==> config.mk <==
export PLATFORM = sky130hd
export DESIGN_NAME = key_event_decoder
export DESIGN_NICKNAME = d
export VERILOG_FILES = /design/src/rtl/key_event_decoder.sv
export SDC_FILE = /design/constraint.sdc
export NUM_CORES = 1
export LEC_CHECK = 0
export BUFFER_PORTS_ARGS = -buffer_cell sky130_fd_sc_hd__buf_2
export CAP_MARGIN = 5
export CORE_UTILIZATION = 61
export CTS_CLUSTER_DIAMETER = 80
export CTS_CLUSTER_SIZE = 28
export DETAILED_ROUTE_END_ITERATION = 10
export PLACE_DENSITY = 0.81
export SYNTH_ARGS = -nofsm -noshare
export SYNTH_HDL_FRONTEND = slang
export SYNTH_SLANG_ARGS = --single-unit
==> constraint.sdc <==
create_clock -name clk -period 2.7 [get_ports clk]
set_clock_uncertainty 0.1 [all_clocks]
set_input_delay 0.405 -clock clk [delete_from_list [all_inputs] [get_ports clk]]
set_output_delay 0.405 -clock clk [all_outputs]
set_load 0.02 [all_outputs]
==> src/rtl/key_event_decoder.sv <==
// Turns the debounced key level into one-cycle gesture events: short press,
// double click, long press and hold auto-repeat, plus a registered busy level.
module key_event_decoder #(
  parameter int LONG_CYCLES   = 50_000_000,
  parameter int DCLICK_CYCLES = 12_500_000,
  parameter int REPEAT_CYCLES = 5_000_000
) (
  input  logic clk,
  input  logic rst,
  input  logic key_state,
  output logic short_press,
  output logic double_click,
  output logic long_press,
  output logic repeat_pulse,
  output logic busy
);

  localparam int MAX_A  = (LONG_CYCLES > DCLICK_CYCLES) ? LONG_CYCLES : DCLICK_CYCLES;
  localparam int MAX_C  = (MAX_A > REPEAT_CYCLES) ? MAX_A : REPEAT_CYCLES;
  localparam int CNT_W  = $clog2(MAX_C) + 1;

  localparam logic [CNT_W-1:0] LONG_TC   = CNT_W'(LONG_CYCLES - 1);
  localparam logic [CNT_W-1:0] DCLICK_TC = CNT_W'(DCLICK_CYCLES - 1);
  localparam logic [CNT_W-1:0] REPEAT_TC = CNT_W'(REPEAT_CYCLES - 1);

  typedef enum logic [2:0] {
    IDLE   = 3'd0,
    PRESS1 = 3'd1,
    WAIT2  = 3'd2,
    PRESS2 = 3'd3,
    LONG   = 3'd4
  } state_t;

  state_t           state, state_nxt;
  logic [CNT_W-1:0] cnt, cnt_nxt;
  logic             key_d;
  logic             press_evt, release_evt;
  logic             short_nxt, dclick_nxt, long_nxt, repeat_nxt;

  assign press_evt   = key_d & ~key_state;
  assign release_evt = ~key_d & key_state;

  // State register; every output is registered alongside the state.
  always_ff @(posedge clk) begin
    if (rst) begin
      state        <= IDLE;
      cnt          <= '0;
      key_d        <= 1'b1;
      short_press  <= 1'b0;
      double_click <= 1'b0;
      long_press   <= 1'b0;
      repeat_pulse <= 1'b0;
      busy         <= 1'b0;
    end else begin
      state        <= state_nxt;
      cnt          <= cnt_nxt;
      key_d        <= key_state;
      short_press  <= short_nxt;
      double_click <= dclick_nxt;
      long_press   <= long_nxt;
      repeat_pulse <= repeat_nxt;
      busy         <= (state_nxt != IDLE);
    end
  end

  // Next state; a release always takes priority over a terminal count.
  always_comb begin
    state_nxt = state;
    cnt_nxt   = cnt;
    case (state)
      IDLE: begin
        if (press_evt) begin
          state_nxt = PRESS1;
          cnt_nxt   = '0;
        end
      end
      PRESS1: begin
        if (release_evt) begin
          state_nxt = WAIT2;
          cnt_nxt   = '0;
        end else if (cnt == LONG_TC) begin
          state_nxt = LONG;
          cnt_nxt   = '0;
        end else begin
          cnt_nxt = cnt + CNT_W'(1);
        end
      end
      WAIT2: begin
        // A press on the timeout edge starts a fresh gesture instead of a double click.
        if (cnt == DCLICK_TC) begin
          state_nxt = press_evt ? PRESS1 : IDLE;
          cnt_nxt   = '0;
        end else if (press_evt) begin
          state_nxt = PRESS2;
          cnt_nxt   = '0;
        end else begin
          cnt_nxt = cnt + CNT_W'(1);
        end
      end
      PRESS2: begin
        if (release_evt) begin
          state_nxt = IDLE;
          cnt_nxt   = '0;
        end
      end
      LONG: begin
        if (release_evt) begin
          state_nxt = IDLE;
          cnt_nxt   = '0;
        end else if (cnt == REPEAT_TC) begin
          cnt_nxt = '0;
        end else begin
          cnt_nxt = cnt + CNT_W'(1);
        end
      end
      default: begin
        state_nxt = IDLE;
        cnt_nxt   = '0;
      end
    endcase
  end

  always_comb begin
    short_nxt  = 1'b0;
    dclick_nxt = 1'b0;
    long_nxt   = 1'b0;
    repeat_nxt = 1'b0;
    case (state)
      PRESS1: long_nxt   = ~release_evt && (cnt == LONG_TC);
      WAIT2:  short_nxt  = (cnt == DCLICK_TC);
      PRESS2: dclick_nxt = release_evt;
      LONG:   repeat_nxt = ~release_evt && (cnt == REPEAT_TC);
      default: ;
    endcase
  end

endmodule

# Word level (Yosys, flattened, before mapping)
# Cells that the tools add are included.
# word_totals
reg_bits	36
inputBits	3
out_inout_bits	5
wordCells	54
# classes
add_sub_neg	1
n_eq_ne	9
muxes	17
n_bitwise	9
reduce_logical	10
# op_table
op	count
$mux W27	8
$pmux W27 S5	1
$add A27 B1 Y27 const B	1
$eq A27 B23 Y1 const B	1
$eq A27 B24 Y1 const B	1
$eq A27 B26 Y1 const B	1
$mux W3	6
$pmux W3 S4	1
$reduce_or A2 Y1	5
$not A1 Y1	7
$eq A3 B2 Y1 const B	2
$ne A2 B2 Y1 const B	2
$eq A3 B1 Y1 const B	1
$eq A3 B3 Y1 const B	1
$logic_not A3 Y1	1
$reduce_bool A3 Y1	1
$and A1 B1 Y1	2
$logic_and A1 B1 Y1	2
$reduce_and A2 Y1	1
$mux W1	1

# Depth between registers and ports, before layout
# Gate-level depths: netlist of run 1.
# logic_depth
word_depth	6
depth_mapped	8
depth_no_buf	7

# Least setup slack after synthesis of run 1
# No wires, ideal clock.
# synth_timing
path_kind	reg2reg
startpoint	reg cnt[0]
endpoint	reg cnt[20]
setup_time_ns	0.131
arrival_time_ns	2.241
t_required_ns	2.469
path_slack_ns	0.228
stages_incl_launch_ff	9
n_path_buf	1
synth_period_minus_slack_ns	2.472
path_cell_list	dfxtp_1 > ha_1 > and4_1 > nand4b_1 > or4_4 > a211o_1 > buf_2 > a31oi_1 > a31oi_1
# synth_via
elab_chain_len	4
word_cells_on_any_way	11
cone_classes	add/sub: 1; eq/ne: 3; mux: 7
# synth_rtl
item	line	rtl
start: declaration	35	logic [CNT_W-1:0] cnt, cnt_nxt;
start signal: assignment	56	cnt <= cnt_nxt;
$add A27 B1 Y27, or another cell as far along	85, 97, 113	
$mux W27 (on tied branches)	110, 81, 93	
$mux W27 (on tied branches)	107, 78, 90	
$pmux W27 S5 (*)	70	case (state)
# Every way passes the cells marked *; elsewhere a longest branch is shown, timed or not.
# A chain may end at the register's enable or synchronous reset.

# Final worst setup path of run 1
# layout_timing
startpoint	reg cnt[1]
endpoint	reg cnt[16]
# Same word-level chain as after synthesis.

==> qor.log, run 1 <==
[outcome] status complete, no violations
[grt] global-route wire length before repair 8690 um
[worst_setup_path] Critical Path RT 2830 ps
[synthesis] register bit count reported by yosys 36
[detailed_routing] Post-route DRC 0
[synthesis] Netlist cell types 49
[grt] overall overflow remaining after global route 0
[cts] clock-pin slew on the worst setup and hold paths 120 ps
[finish] layout-stage area growth over the synthesis result 12.0%
[timing] slack of the critical path 70.3 ps
[finish] FILL cells 260
[finish] number of nets in the layout 273
[detailed_routing] final WL 5130 um
[finish] post-layout instance count excluding filler cells 314
[synthesis] yosys synthesis warning count 0
[pwr] worst ir drop on vdd 0.000356 V
[timing] Hold Fails Final Rpt 0
[grt] largest net degree at the start of global routing 25
[worst_setup_path] critical path launch point cnt[1]
[cts] clock buffers created by TritonCTS 5
[placed_design] Routability Congestion 0.965
[worst_setup_path] Critical Path Source Type flop
[floorplanning] Die Outline Area 3510 um^2
[detailed_routing] drt initial violations 194
[synthesis] Post-Syn Area per Cell 7.81 um^2
[worst_setup_path] worst-path fanout max 24
[worst_setup_path] startpoint of the worst-slack reg-to-reg timing path cnt[1]
[worst_setup_path] capturing instance or port of the critical path cnt[16]
[grt] met2 Track Usage GR 51.2%
[synthesis] EDFF count, synth 0
[cts] buffer type at the clock tree root sky130_fd_sc_hd__clkbuf_4
[cts] count of hold-fix buffers inserted at cts 0
[grt] global-route layer with the greatest usage met2
[synthesis] FFs w/ async S/R, synth 0%
[cts] number of setup buffers added after CTS 0
[timing] max-slew violations 0
[grt] grt met3 use 6.33%
[detailed_routing] Routed Antenna Nets 0
[finish] ratio of cells with drive above 1 in the final layout 13.7%
[floorplanning] effective utilization at floorplan 64.9%
[finish] Finished Core Util 72.7%
[synthesis] Synth Area in Simple Gates 36.2%
[cts] CTS tree yes
[timing] top achievable clock speed 0.380 GHz
[floorplanning] FP Rows 20
[finish] number of antenna cells inserted 0
[cts] H-tree depth 2
[placed_design] half-perimeter wire length after detailed placement 3570 um
[floorplanning] core outline area 3080 um^2
[synthesis] Mapped Area 2000 um^2
[timing] Setup violations, final 0
[detailed_routing] count of TritonRoute iterations in the first routing pass 5
[detailed_routing] vias per cell 6.45
[worst_setup_path] Crit. End Element flop
[synthesis] dominant cell type by area after synthesis sky130_fd_sc_hd__dfxtp_1
[grt] number of global-route vias before repair 1,831
[grt] Tot GR Track Use 32.7%
[timing] relative slew slack 61.2%
[floorplanning] overall die height 59.2 um
[pwr] leakage power 0.754 nW
[synthesis] fraction of synthesized area in multiplexers 0.501%
[cts] Sink Count 36
[worst_setup_path] data arrival time of the critical path 2760 ps
[synthesis] ranking of synthesized cells by area sky130_fd_sc_hd__dfxtp_1 (36%), sky130_fd_sc_hd__a31oi_1 (7.2%), sky130_fd_sc_hd__nor2_1 (5.3%)
[grt] met1 layer usage reported by global route 44.4%
[pwr] Overall Power 0.00109 W
[synthesis] synthesized-area fraction occupied by ao, oa, aoi and oai cells 19.0%
[cts] number of resized instances in the post-cts repair step 0
[timing] setup repair after global routing missed its margin yes
[synthesis] main combinational cell family by area after synthesis simple AND/OR/NAND/NOR gates
[placed_design] number of buffers inserted by port buffering 7
[run] MaxCap Viol Count 0
[synthesis] Mapped Cells 256
[worst_setup_path] Setup CP Type reg2reg
[placed_design] placed cell count 306
[grt] antenna violations before repair 0
[timing] final critical-path share of the clock period 97.4%
[detailed_routing] Vias 2,025
[worst_setup_path] worst reg-to-reg path cell count 8
[hold_path] class of the tightest hold or removal check in2reg
[synthesis] Most used DFF post-synth sky130_fd_sc_hd__dfxtp_1
[cts] clock insertion delay at the later pin of the skew report 340 ps
[synthesis] Synth Area in Adders 0.626%
[floorplanning] count of boundary I/O pins 8
[timing] Tightest Pin Transition 576 ps
[timing] crit path time final 2630 ps
[synthesis] synthesized net count 260
[cts] maximum clock path buffer count 2
[synthesis] share of the synthesized area in the top cell type 36.1%
[floorplanning] DIE WIDTH 59.2 um
[worst_setup_path] endpoint of the worst-slack reg-to-reg timing path cnt[16]
[placed_design] worst-case setup slack after placement 56.4 ps
[synthesis] sequential fraction of the synthesis area 36.1%
[detailed_routing] detailed-route wire length per cell 16.3 um
[pwr] pwr/cell area 485 nW/um^2
[synthesis] parity-gate share of the synthesized area counting xor and xnor cells 3.51%
[worst_setup_path] worst reg2reg setup slack 70 ps
==> per-layer routing <==
layer	share of wire, %	wire length (um)
met1	45	2310
met3	6.1	311
met2	47	2400
met5	0	0
met4	2.0	105
==> cell type report <==
type | instances | area (um^2) | share of cell area (%)
sequential | 36 | 722 | 32.3
multi-input combinational | 201 | 1210 | 54.1
timing repair buffer | 20 | 136 | 6.09
clock buffer | 7 | 65.1 | 2.91
clock inverter | 1 | 30.0 | 1.34
inverter | 5 | 18.8 | 0.838
tap | 44 | 55.1 | 2.46
==> layout by cell type, fill, tap and decap left out, types with 5 or more instances in the layout <==
cell type,synthesis,routed
sky130_fd_sc_hd__dfxtp_1,36,35
sky130_fd_sc_hd__nor2_1,28,28
sky130_fd_sc_hd__nand2_1,26,26
sky130_fd_sc_hd__a31oi_1,23,22
sky130_fd_sc_hd__nand3_1,13,13
sky130_fd_sc_hd__buf_4,0,12
sky130_fd_sc_hd__nor3_1,11,11
sky130_fd_sc_hd__nand4_1,9,9
sky130_fd_sc_hd__nor4_1,7,7
sky130_fd_sc_hd__buf_2,3,7
sky130_fd_sc_hd__o21ai_0,6,6
sky130_fd_sc_hd__a21oi_1,6,6
sky130_fd_sc_hd__inv_1,5,5
sky130_fd_sc_hd__clkbuf_4,0,5
==> cell families (layout without fill, tap and decap cells) <==
| group | count (synthesis) | after routing |
|---|---|---|
| AO/OA/AOI/OAI | 57 | 57 |
| XOR/XNOR | 8 | 8 |
| adder cells (fa/ha/maj) | 1 | 1 |
| buffers and inverters | 19 | 33 |
| flip-flops | 36 | 36 |
| multiplexers | 1 | 1 |
| AND/OR/NAND/NOR | 134 | 134 |
==> synthesized netlist by cell type (4+ instances only) <==
cell type and n:
sky130_fd_sc_hd__a21oi_1 6, sky130_fd_sc_hd__a31oi_1 23, sky130_fd_sc_hd__and3_1 4, sky130_fd_sc_hd__clkbuf_1 10, sky130_fd_sc_hd__dfxtp_1 36, sky130_fd_sc_hd__inv_1 5
sky130_fd_sc_hd__nand2_1 26, sky130_fd_sc_hd__nand3_1 13, sky130_fd_sc_hd__nand4_1 9, sky130_fd_sc_hd__nand4b_1 4, sky130_fd_sc_hd__nor2_1 28, sky130_fd_sc_hd__nor2b_1 5
sky130_fd_sc_hd__nor3_1 11, sky130_fd_sc_hd__nor4_1 7, sky130_fd_sc_hd__o21ai_0 6, sky130_fd_sc_hd__o22ai_1 4, sky130_fd_sc_hd__or4_1 4, sky130_fd_sc_hd__xnor2_1 4
sky130_fd_sc_hd__xor2_1 4
==> worst max-delay path, stage by stage (launching register included) <==
cell                       delay, ps
sky130_fd_sc_hd__dfxtp_2         370
sky130_fd_sc_hd__ha_1            170
sky130_fd_sc_hd__and4_1          260
sky130_fd_sc_hd__nand4b_1        180
sky130_fd_sc_hd__or4_4           610
sky130_fd_sc_hd__a211o_1         330
sky130_fd_sc_hd__buf_6           190
sky130_fd_sc_hd__a31oi_1         210
sky130_fd_sc_hd__o22ai_1         110
==> sequential cells by signal, summed over array words and instances (netlist names) <==
signal        flops
cnt              27
state             3
busy              1
double_click      1
key_d             1
long_press        1
repeat_pulse      1
short_press       1
==> metrics by stage <==
step / hold WS [ps] / setup TNS (ps) / instance area [um^2]
detailed placement: 394 / 0 / 2120
global placement: 391 / 0 / 2120
finish: 176 / 0 / 2240
CTS: 178 / 0 / 2220
floorplan: 359 / 0 / 2000
global route: 180 / -3.12 / 2240
==> worst min-delay path by stage <==
| stage | startpoint | endpoint | slack [ps] | cells past startpoint |
|---|---|---|---|---|
| floorplan | cnt[23] | cnt[23] | 360 | 1 |
| global placement | cnt[23] | cnt[23] | 390 | 1 |
| detailed placement | cnt[23] | cnt[23] | 390 | 1 |
| CTS | key_state | key_d | 180 | 2 |
| global route | key_state | key_d | 180 | 2 |
| finish | key_state | key_d | 180 | 2 |
==> where the power goes <==
group          total, W  switching (W)  internal (W)
combinational  0.000106      0.0000686     0.0000379
clock          0.000435       0.000189      0.000246
sequential     0.000543     0.00000643      0.000537
No activity file was read; power rests on OpenSTA's default activity.
==> run 2: changes to the inputs <==
--- a/config.mk
+++ b/config.mk
@@ -5,13 +5,14 @@
 export SDC_FILE = /design/constraint.sdc
 export NUM_CORES = 1
 export LEC_CHECK = 0
+export ABC_AREA = 1
 export BUFFER_PORTS_ARGS = -buffer_cell sky130_fd_sc_hd__buf_2
 export CAP_MARGIN = 5
-export CORE_UTILIZATION = 61
+export CORE_UTILIZATION = 55
 export CTS_CLUSTER_DIAMETER = 80
 export CTS_CLUSTER_SIZE = 28
 export DETAILED_ROUTE_END_ITERATION = 10
-export PLACE_DENSITY = 0.81
+export PLACE_DENSITY = 0.74
 export SYNTH_ARGS = -nofsm -noshare
 export SYNTH_HDL_FRONTEND = slang
 export SYNTH_SLANG_ARGS = --single-unit
==> run 2 against run 1 <==
Worst setup slack improved by 380 ps. Worst hold slack improved by 28 ps. Maximum frequency rose by 17%. Sequential cell count did not move. Critical path depth rose by 4. Combinational power fell by 11%. Sequential power barely moved. Core utilization fell by 11 points. Routed wire length rose by 12%. Clock power fell by 4.6%. Non-clock buffer count fell by 12. Cell area rose by 9.6%. Largest power group unchanged.
==> qor.log, run 2 <==
[synthesis] Most used DFF post-synth sky130_fd_sc_hd__dfxtp_1
[worst_setup_path] data arrival time of the critical path 2320 ps [-440 ps]
[finish] flip-flop count of the largest register after layout 27 [unchanged]
[pwr] switching fraction of total power 26.9% [+2.6 points]
[placed_design] half-perimeter wire length after detailed placement 4340 um [+22%]
[cts] clock-pin slew on the worst setup and hold paths 80 ps [-40 ps]
[cts] H-tree depth 2 [unchanged]
[floorplanning] DIE WIDTH 66.7 um [+13%]
[floorplanning] Die Outline Area 4450 um^2 [+27%]
[cts] maximum clock path buffer count 2 [unchanged]
[synthesis] Post-Syn Area per Cell 6.06 um^2 [-22%]
[pwr] Int Pwr 0.000770 W [-6.2%]
[synthesis] FFs w/ async S/R, synth 0% [unchanged]
[cts] Sink Count 36 [unchanged]
[grt] Tot GR Track Use 27.6% [-5.1 points]
[grt] overall overflow remaining after global route 0 [unchanged]
[synthesis] Mapped Cells 380 [+48%]
[detailed_routing] count of TritonRoute iterations in the first routing pass 5 [unchanged]
[placed_design] number of buffers inserted by port buffering 7 [unchanged]
[grt] largest net degree at the start of global routing 15 [-40%]
[hold_path] class of the tightest hold or removal check in2reg
[finish] FILL cells 380 [+46%]
[worst_setup_path] cell type group with the largest total delay on the critical path simple AND/OR/NAND/NOR gates
[cts] number of resized instances in the post-cts repair step 0 [unchanged]
[worst_setup_path] Crit. End Element flop
[pwr] switching power of the nets 0.000283 W [+7.2%]
[detailed_routing] Routed Antenna Nets 0 [unchanged]
[cts] count of hold-fix buffers inserted at cts 0 [unchanged]
[finish] number of antenna cells inserted 0 [unchanged]
[timing] crit path time final 2250 ps [-383 ps]
[floorplanning] count of boundary I/O pins 8 [unchanged]
[timing] Tightest Pin Transition 470 ps [-106 ps]
[outcome] status complete, no violations
[synthesis] share of the synthesized area in the top cell type 31.3% [-4.8 points]
[grt] global-route wire length before repair 9230 um [+6.2%]
[floorplanning] core outline area 4000 um^2 [+30%]
[grt] met2 Track Usage GR 41.9% [-9.3 points]
[floorplanning] overall die height 66.7 um [+13%]
[worst_setup_path] Critical Path RT 2770 ps [-60 ps]
[worst_setup_path] slowest library cell on the worst path sky130_fd_sc_hd__dfxtp_1
[worst_setup_path] worst stage delay on the critical path 420 ps [-190 ps]
[synthesis] EDFF count, synth 0 [unchanged]
[placed_design] placement-stage cell area 2360 um^2 [+11%]
[finish] number of nets in the layout 392 [+44%]
[grt] number of global-route vias before repair 2,023 [+10%]
[cts] clock buffers created by TritonCTS 5 [unchanged]
[timing] max-slew violations 0 [unchanged]
[synthesis] ranking of synthesized cells by area sky130_fd_sc_hd__dfxtp_1 (31%), sky130_fd_sc_hd__nand2_1 (15%), sky130_fd_sc_hd__nor2_1 (13%)
[detailed_routing] drt initial violations 293 [+51%]
[synthesis] yosys synthesis warning count 0 [unchanged]
[pwr] Logic pwr share 8.9% [-0.9 points]
[cts] clock insertion delay at the later pin of the skew report 300 ps [-40 ps]
[floorplanning] FP Rows 23 [+15%]
[timing] top achievable clock speed 0.445 GHz [+17%]
[pwr] Overall Power 0.00105 W [-2.9%]
[finish] commonest non-fill, non-tap cell in the layout sky130_fd_sc_hd__nand2_1
[placed_design] placed cell count 431 [+41%]
[grt] grt met3 use 4.11% [-2.2 points]
[detailed_routing] Post-route DRC 0 [unchanged]
[timing] final critical-path share of the clock period 83.2% [-14 points]
[worst_setup_path] Critical Path Source Type flop
[pwr] pwr/cell area 429 nW/um^2 [-11%]
[cts] CTS tree yes
[synthesis] register bit count reported by yosys 36 [unchanged]
[grt] global-route layer with the greatest usage met2
[grt] antenna violations before repair 0 [unchanged]
[timing] setup repair after global routing missed its margin no
[grt] met1 layer usage reported by global route 38.3% [-6.1 points]
[worst_setup_path] critical path cell sequence ha_1 -> nand2_1 -> inv_1 -> nand2_2 -> nor2_4 -> inv_2 -> nor2_1 -> nand2_1 -> nand2_2 -> nand3_4 -> o21bai_4 -> nor2_1
[timing] Hold Fails Final Rpt 0 [unchanged]
[detailed_routing] detailed-route wire length per cell 13.1 um [-20%]
[finish] final standard cell area without fillers 2450 um^2 [+9.6%]
[floorplanning] effective utilization at floorplan 57.6% [-7.4 points]
[synthesis] synthesized net count 384 [+48%]
[synthesis] dominant cell type by area after synthesis sky130_fd_sc_hd__dfxtp_1
[finish] Largest Register cnt
[finish] ratio of cells with drive above 1 in the final layout 7.20% [-6.5 points]
[pwr] part of the total power dissipated in sequential elements 51.7% [+1.6 points]
[finish] most frequent cells in the layout sky130_fd_sc_hd__nand2_1 (92), sky130_fd_sc_hd__nor2_1 (78), sky130_fd_sc_hd__inv_1 (54)
[run] MaxCap Viol Count 0 [unchanged]
[finish] layout-stage area growth over the synthesis result 6.58%
[worst_setup_path] Setup CP Type reg2reg
[synthesis] Mapped Area 2300 um^2 [+15%]
[synthesis] Netlist cell types 30 [-39%]
[worst_setup_path] worst-path fanout max 13 [-46%]
[timing] Setup violations, final 0 [unchanged]
[pwr] worst ir drop on vdd 0.000335 V [-5.9%]
[cts] number of setup buffers added after CTS 0 [unchanged]
[placed_design] Routability Congestion 0.943 [-2.3%]
[synthesis] sequential fraction of the synthesis area 31.3% [-4.8 points]
[finish] post-layout instance count excluding filler cells 439 [+40%]
[cts] buffer type at the clock tree root sky130_fd_sc_hd__clkbuf_8
[finish] Finished Core Util 61.3% [-11 points]
[synthesis] cell with the most instances after synthesis sky130_fd_sc_hd__nand2_1
[detailed_routing] final WL 5740 um [+12%]
[detailed_routing] vias per cell 5.39 [-16%]
[worst_setup_path] Critical path buffers and inverters 2 [+1]
[finish] registers with the highest flip-flop counts cnt: 27 flops, state: 3 flops
[pwr] leakage power 1.00 nW [+33%]
[synthesis] top cell types by occurrence after synthesis sky130_fd_sc_hd__nand2_1 (92), sky130_fd_sc_hd__nor2_1 (78), sky130_fd_sc_hd__inv_1 (54), sky130_fd_sc_hd__dfxtp_1 (36), sky130_fd_sc_hd__nand3_1 (31)
[timing] relative slew slack 68.6% [+7.4 points]
[timing] aggregate negative setup slack 0 ps [unchanged]
[pwr] Clk network pwr share 39.4% [-0.7 points]
[detailed_routing] Vias 2,366 [+17%]
## run 2: worst min-delay path, stage by stage
cell                      delay [ps]
sky130_fd_sc_hd__buf_2            90
sky130_fd_sc_hd__inv_1            40
sky130_fd_sc_hd__nand2_1          40
## run 2: kinds of logic (layout without fill, tap and decap cells)
logic type	count (synthesis)	after routing	synth area share, %
flip-flops	36	36	31.3
AND/OR/NAND/NOR	245	245	47.2
AO/OA/AOI/OAI	27	27	6.74
XOR/XNOR	8	8	3.04
buffers and inverters	63	72	11.2
adder cells (fa/ha/maj)	1	1	0.543
## run 2: power groups by stage
| stage | clock network, W | registers, W | logic (W) |
|---|---|---|---|
| 2_1_floorplan | 0 | 0.000557 | 0.0000711 |
| 4_1_cts | 0.000424 | 0.000544 | 0.0000940 |
| 3_5_place_dp | 0 | 0.000556 | 0.0000935 |
| 5_1_grt | 0.000440 | 0.000545 | 0.000104 |
| 3_3_place_gp | 0 | 0.000556 | 0.0000918 |
| 6_report | 0.000415 | 0.000544 | 0.0000942 |
## run 2: through the flow
step	worst slack [ps]	hold WS, ps
finish	453	204
detailed placement	460	390
floorplan	865	370
CTS	438	200
global route	253	236
global placement	489	388
## run 2: layer usage
layer  part of all wire (%)  routed length [um]  vias to the layer above
li1                       -                   -                     1217
met1                     49                2820                     1044
met2                     43                2470                       93
met3                    6.2                 355                       12
met4                    1.7                  97                        0
met5                      0                   0                        -
## run 2: path summary, 6_finish.rpt
check             slack (ps)  cells after the start  startpoint      end
setup / recovery         450                     12      cnt[0]  cnt[21]
hold / removal           200                      3   key_state    key_d
setup reg to reg         450                     12      cnt[0]  cnt[21]
hold reg to reg          400                      2      cnt[1]   cnt[1]
## run 2: final cells by class
cell class / count / area, um^2 / area share [%]
Multi-Input combinational cell: 281 / 1320 / 54.0
Tap cell: 50 / 62.6 / 2.55
Clock inverter: 1 / 7.51 / 0.306
Inverter: 56 / 210 / 8.57
Clock buffer: 7 / 86.3 / 3.52
Timing Repair Buffer: 8 / 42.5 / 1.73
Sequential cell: 36 / 721 / 29.4
==> run 3: changes to the inputs <==
==> constraint.sdc (replaced) <==
create_clock -name clk -period 2.1 [get_ports clk]
set_clock_uncertainty 0.1 [all_clocks]
set_input_delay 0.315 -clock clk [delete_from_list [all_inputs] [get_ports clk]]
set_output_delay 0.315 -clock clk [all_outputs]
set_load 0.02 [all_outputs]
==> run 3 against run 2 <==
Routed wire length rose by 4.5%. Sequential share of layout area fell by 1.7 points. Count of clock-buffer cells in the layout fell by 1. First-iteration DRC count fell by 26%. Die area did not move. Final cell count rose by 3.9%. Via count rose by 3.7%. Register-to-register slack got worse by 310 ps. Worst setup slack got worse by 310 ps. Sequential power rose by 28%. Largest power group unchanged.
==> qor.log, run 3 (synthesis gave the netlist of run 2 again) <==
[cts] buffer type at the clock tree root sky130_fd_sc_hd__clkbuf_8
[detailed_routing] Routed Antenna Nets 0 [unchanged]
[worst_setup_path] worst reg2reg setup slack 140 ps [-310 ps]
[finish] flip-flop count of the largest register after layout 27 [unchanged]
[cts] CTS tree yes
[cts] count of hold-fix buffers inserted at cts 0 [unchanged]
[worst_setup_path] Setup CP Type reg2reg
[placed_design] placement-stage cell area 2460 um^2 [+4.5%]
[cts] maximum clock path buffer count 2 [unchanged]
[floorplanning] Die Outline Area 4450 um^2 [unchanged]
[detailed_routing] final WL 6000 um [+4.5%]
[finish] layout-stage area growth over the synthesis result 13.9%
[finish] final standard cell area without fillers 2620 um^2 [+6.8%]
[finish] Largest Register cnt
[finish] commonest non-fill, non-tap cell in the layout sky130_fd_sc_hd__nand2_1
[grt] Tot GR Track Use 29.7% [+2.0 points]
[detailed_routing] count of TritonRoute iterations in the first routing pass 5 [unchanged]
[timing] max-slew violations 0 [unchanged]
[grt] largest net degree at the start of global routing 14 [-1]
[finish] ratio of cells with drive above 1 in the final layout 12.6% [+5.4 points]
[worst_setup_path] endpoint of the worst-slack reg-to-reg timing path cnt[10]
[worst_setup_path] Critical Path RT 2180 ps [-590 ps]
[grt] antenna violations before repair 0 [unchanged]
[outcome] status complete, no violations
[timing] Hold Fails Final Rpt 0 [unchanged]
[worst_setup_path] worst-path fanout max 13 [unchanged]
[worst_setup_path] worst reg-to-reg path cell count 10 [-2]
[timing] Tightest Pin Transition 363 ps [-107 ps]
[placed_design] Routability Congestion 0.974 [+3.4%]
[detailed_routing] vias per cell 5.38 [-0.15%]
[grt] number of global-route vias before repair 2,156 [+6.6%]
[timing] relative slew slack 75.6% [+7.0 points]
[floorplanning] count of boundary I/O pins 8 [unchanged]
[worst_setup_path] startpoint of the worst-slack reg-to-reg timing path cnt[12]
[hold_path] worst-case hold path end point key_d
[detailed_routing] Vias 2,454 [+3.7%]
[placed_design] half-perimeter wire length after detailed placement 4690 um [+8.1%]
[finish] number of nets in the layout 409 [+4.3%]
[worst_setup_path] Critical Path Source Type flop
[floorplanning] core outline area 4000 um^2 [unchanged]
[pwr] worst ir drop on vdd 0.000377 V [+13%]
[floorplanning] FP Rows 23 [unchanged]
[run] MaxCap Viol Count 0 [unchanged]
[cts] clock buffers created by TritonCTS 5 [unchanged]
[placed_design] number of buffers inserted by port buffering 7 [unchanged]
[detailed_routing] drt initial violations 218 [-26%]
[worst_setup_path] data arrival time of the critical path 2040 ps [-280 ps]
[worst_setup_path] Crit. End Element flop
[cts] Sink Count 36 [unchanged]
[hold_path] hold depth 3 [unchanged]
[floorplanning] effective utilization at floorplan 57.6% [unchanged]
[pwr] leakage power 1.12 nW [+12%]
[timing] top achievable clock speed 0.511 GHz [+15%]
[hold_path] startpoint of the worst hold path key_state
[finish] registers with the highest flip-flop counts cnt: 27 flops, state: 3 flops
[finish] FILL cells 381 [+0.26%]
[cts] H-tree depth 2 [unchanged]
[grt] global-route wire length before repair 9880 um [+7.1%]
[floorplanning] overall die height 66.7 um [unchanged]
[cts] clock-pin slew on the worst setup and hold paths 70 ps [about the same]
[timing] Setup violations, final 0 [unchanged]
[timing] crit path time final 1960 ps [-290 ps]
[timing] final critical-path share of the clock period 93.2% [+10 points]
[timing] aggregate negative setup slack 0 ps [unchanged]
[finish] number of antenna cells inserted 0 [unchanged]
[floorplanning] DIE WIDTH 66.7 um [unchanged]
[cts] clock insertion delay at the later pin of the skew report 290 ps [about the same]
[hold_path] class of the tightest hold or removal check in2reg
[finish] most frequent cells in the layout sky130_fd_sc_hd__nand2_1 (92), sky130_fd_sc_hd__nor2_1 (76), sky130_fd_sc_hd__inv_1 (53)
[pwr] pwr/cell area 557 nW/um^2 [+30%]
[timing] setup repair after global routing missed its margin no
[detailed_routing] Post-route DRC 0 [unchanged]
[detailed_routing] detailed-route wire length per cell 13.2 um [+0.61%]
[grt] overall overflow remaining after global route 0 [unchanged]
[run 3: changes by cell type in the layout (fill, tap and decap cells not counted), sizes merged]
| cell | delta |
|---|---|
| buf | +17 |
| bufinv | +1 |
| clkbuf | -1 |
| clkinv | +1 |
| clkinvlp | -1 |
[run 3: worst max path at each step]
stage                        from       to  cells after the start
final                     cnt[12]  cnt[10]                     10
after global routing      cnt[18]  cnt[10]                     10
after CTS                  cnt[0]  cnt[23]                     12
after detailed placement   cnt[0]  cnt[20]                     12
after global placement     cnt[0]  cnt[19]                     12
after floorplan            cnt[0]  cnt[11]                     13
[run 3: layer usage]
layer | GRT usage, % | vias up | routed length (um)
li1 | - | 1249 | -
met1 | 40.1 | 1100 | 2870
met2 | 46.0 | 90 | 2580
met3 | 6.85 | 15 | 395
met5 | 0 | - | 0
met4 | 9.57 | 0 | 149
[run 3: critical path: stages (launching register included)]
cell                       delay, ps
sky130_fd_sc_hd__dfxtp_1         410
sky130_fd_sc_hd__nand2_1         130
sky130_fd_sc_hd__nor2_1          180
sky130_fd_sc_hd__nand2_1          70
sky130_fd_sc_hd__nor2_1          180
sky130_fd_sc_hd__nand3_1         160
sky130_fd_sc_hd__nand2_2         120
sky130_fd_sc_hd__nand3_4         120
sky130_fd_sc_hd__o21bai_4        170
sky130_fd_sc_hd__buf_12          140
sky130_fd_sc_hd__nor2_1           40
[run 3: through the flow]
| step | utilization (%) | setup WS [ps] | hold slack [ps] | std cells | total power, W |
|---|---|---|---|---|---|
| 4_1_cts | 64.3 | 6.86 | 131 | 453 | 0.00145 |
| 5_1_grt | 65.5 | 5.89 | 149 | 456 | 0.00151 |
| 3_3_place_gp | 61.6 | 118 | 387 | 445 | 0.000849 |
| 2_1_floorplan | - | 265 | 293 | 380 | 0.000808 |
| 3_5_place_dp | 61.6 | 22.4 | 394 | 445 | 0.000849 |
| 6_report | 65.5 | 143 | 138 | 456 | 0.00146 |
[run 3: cell type report]
cell class | instances | area [um^2] | area share, %
flip-flops and latches | 36 | 724 | 27.6
clock buffers | 6 | 72.6 | 2.77
inverters | 56 | 210 | 8.02
repair buffers | 25 | 183 | 6.97
clock inverters | 2 | 35.0 | 1.34
multi-input cells | 281 | 1330 | 50.9
well taps | 50 | 62.6 | 2.39
[run 3: timing repair]
action,4_1_cts,5_1_grt
endpoints found under the setup margin,0,21
gates resized for setup,0,7
setup buffers,0,3
[run 3: power by group]
part | switching [W] | internal (W) | leakage [nW]
clock | 0.000252 | 0.000352 | 0.0552
sequential | 0.00000705 | 0.000692 | 0.292
combinational | 0.0000986 | 0.0000577 | 0.772
total | 0.000358 | 0.00110 | 1.12
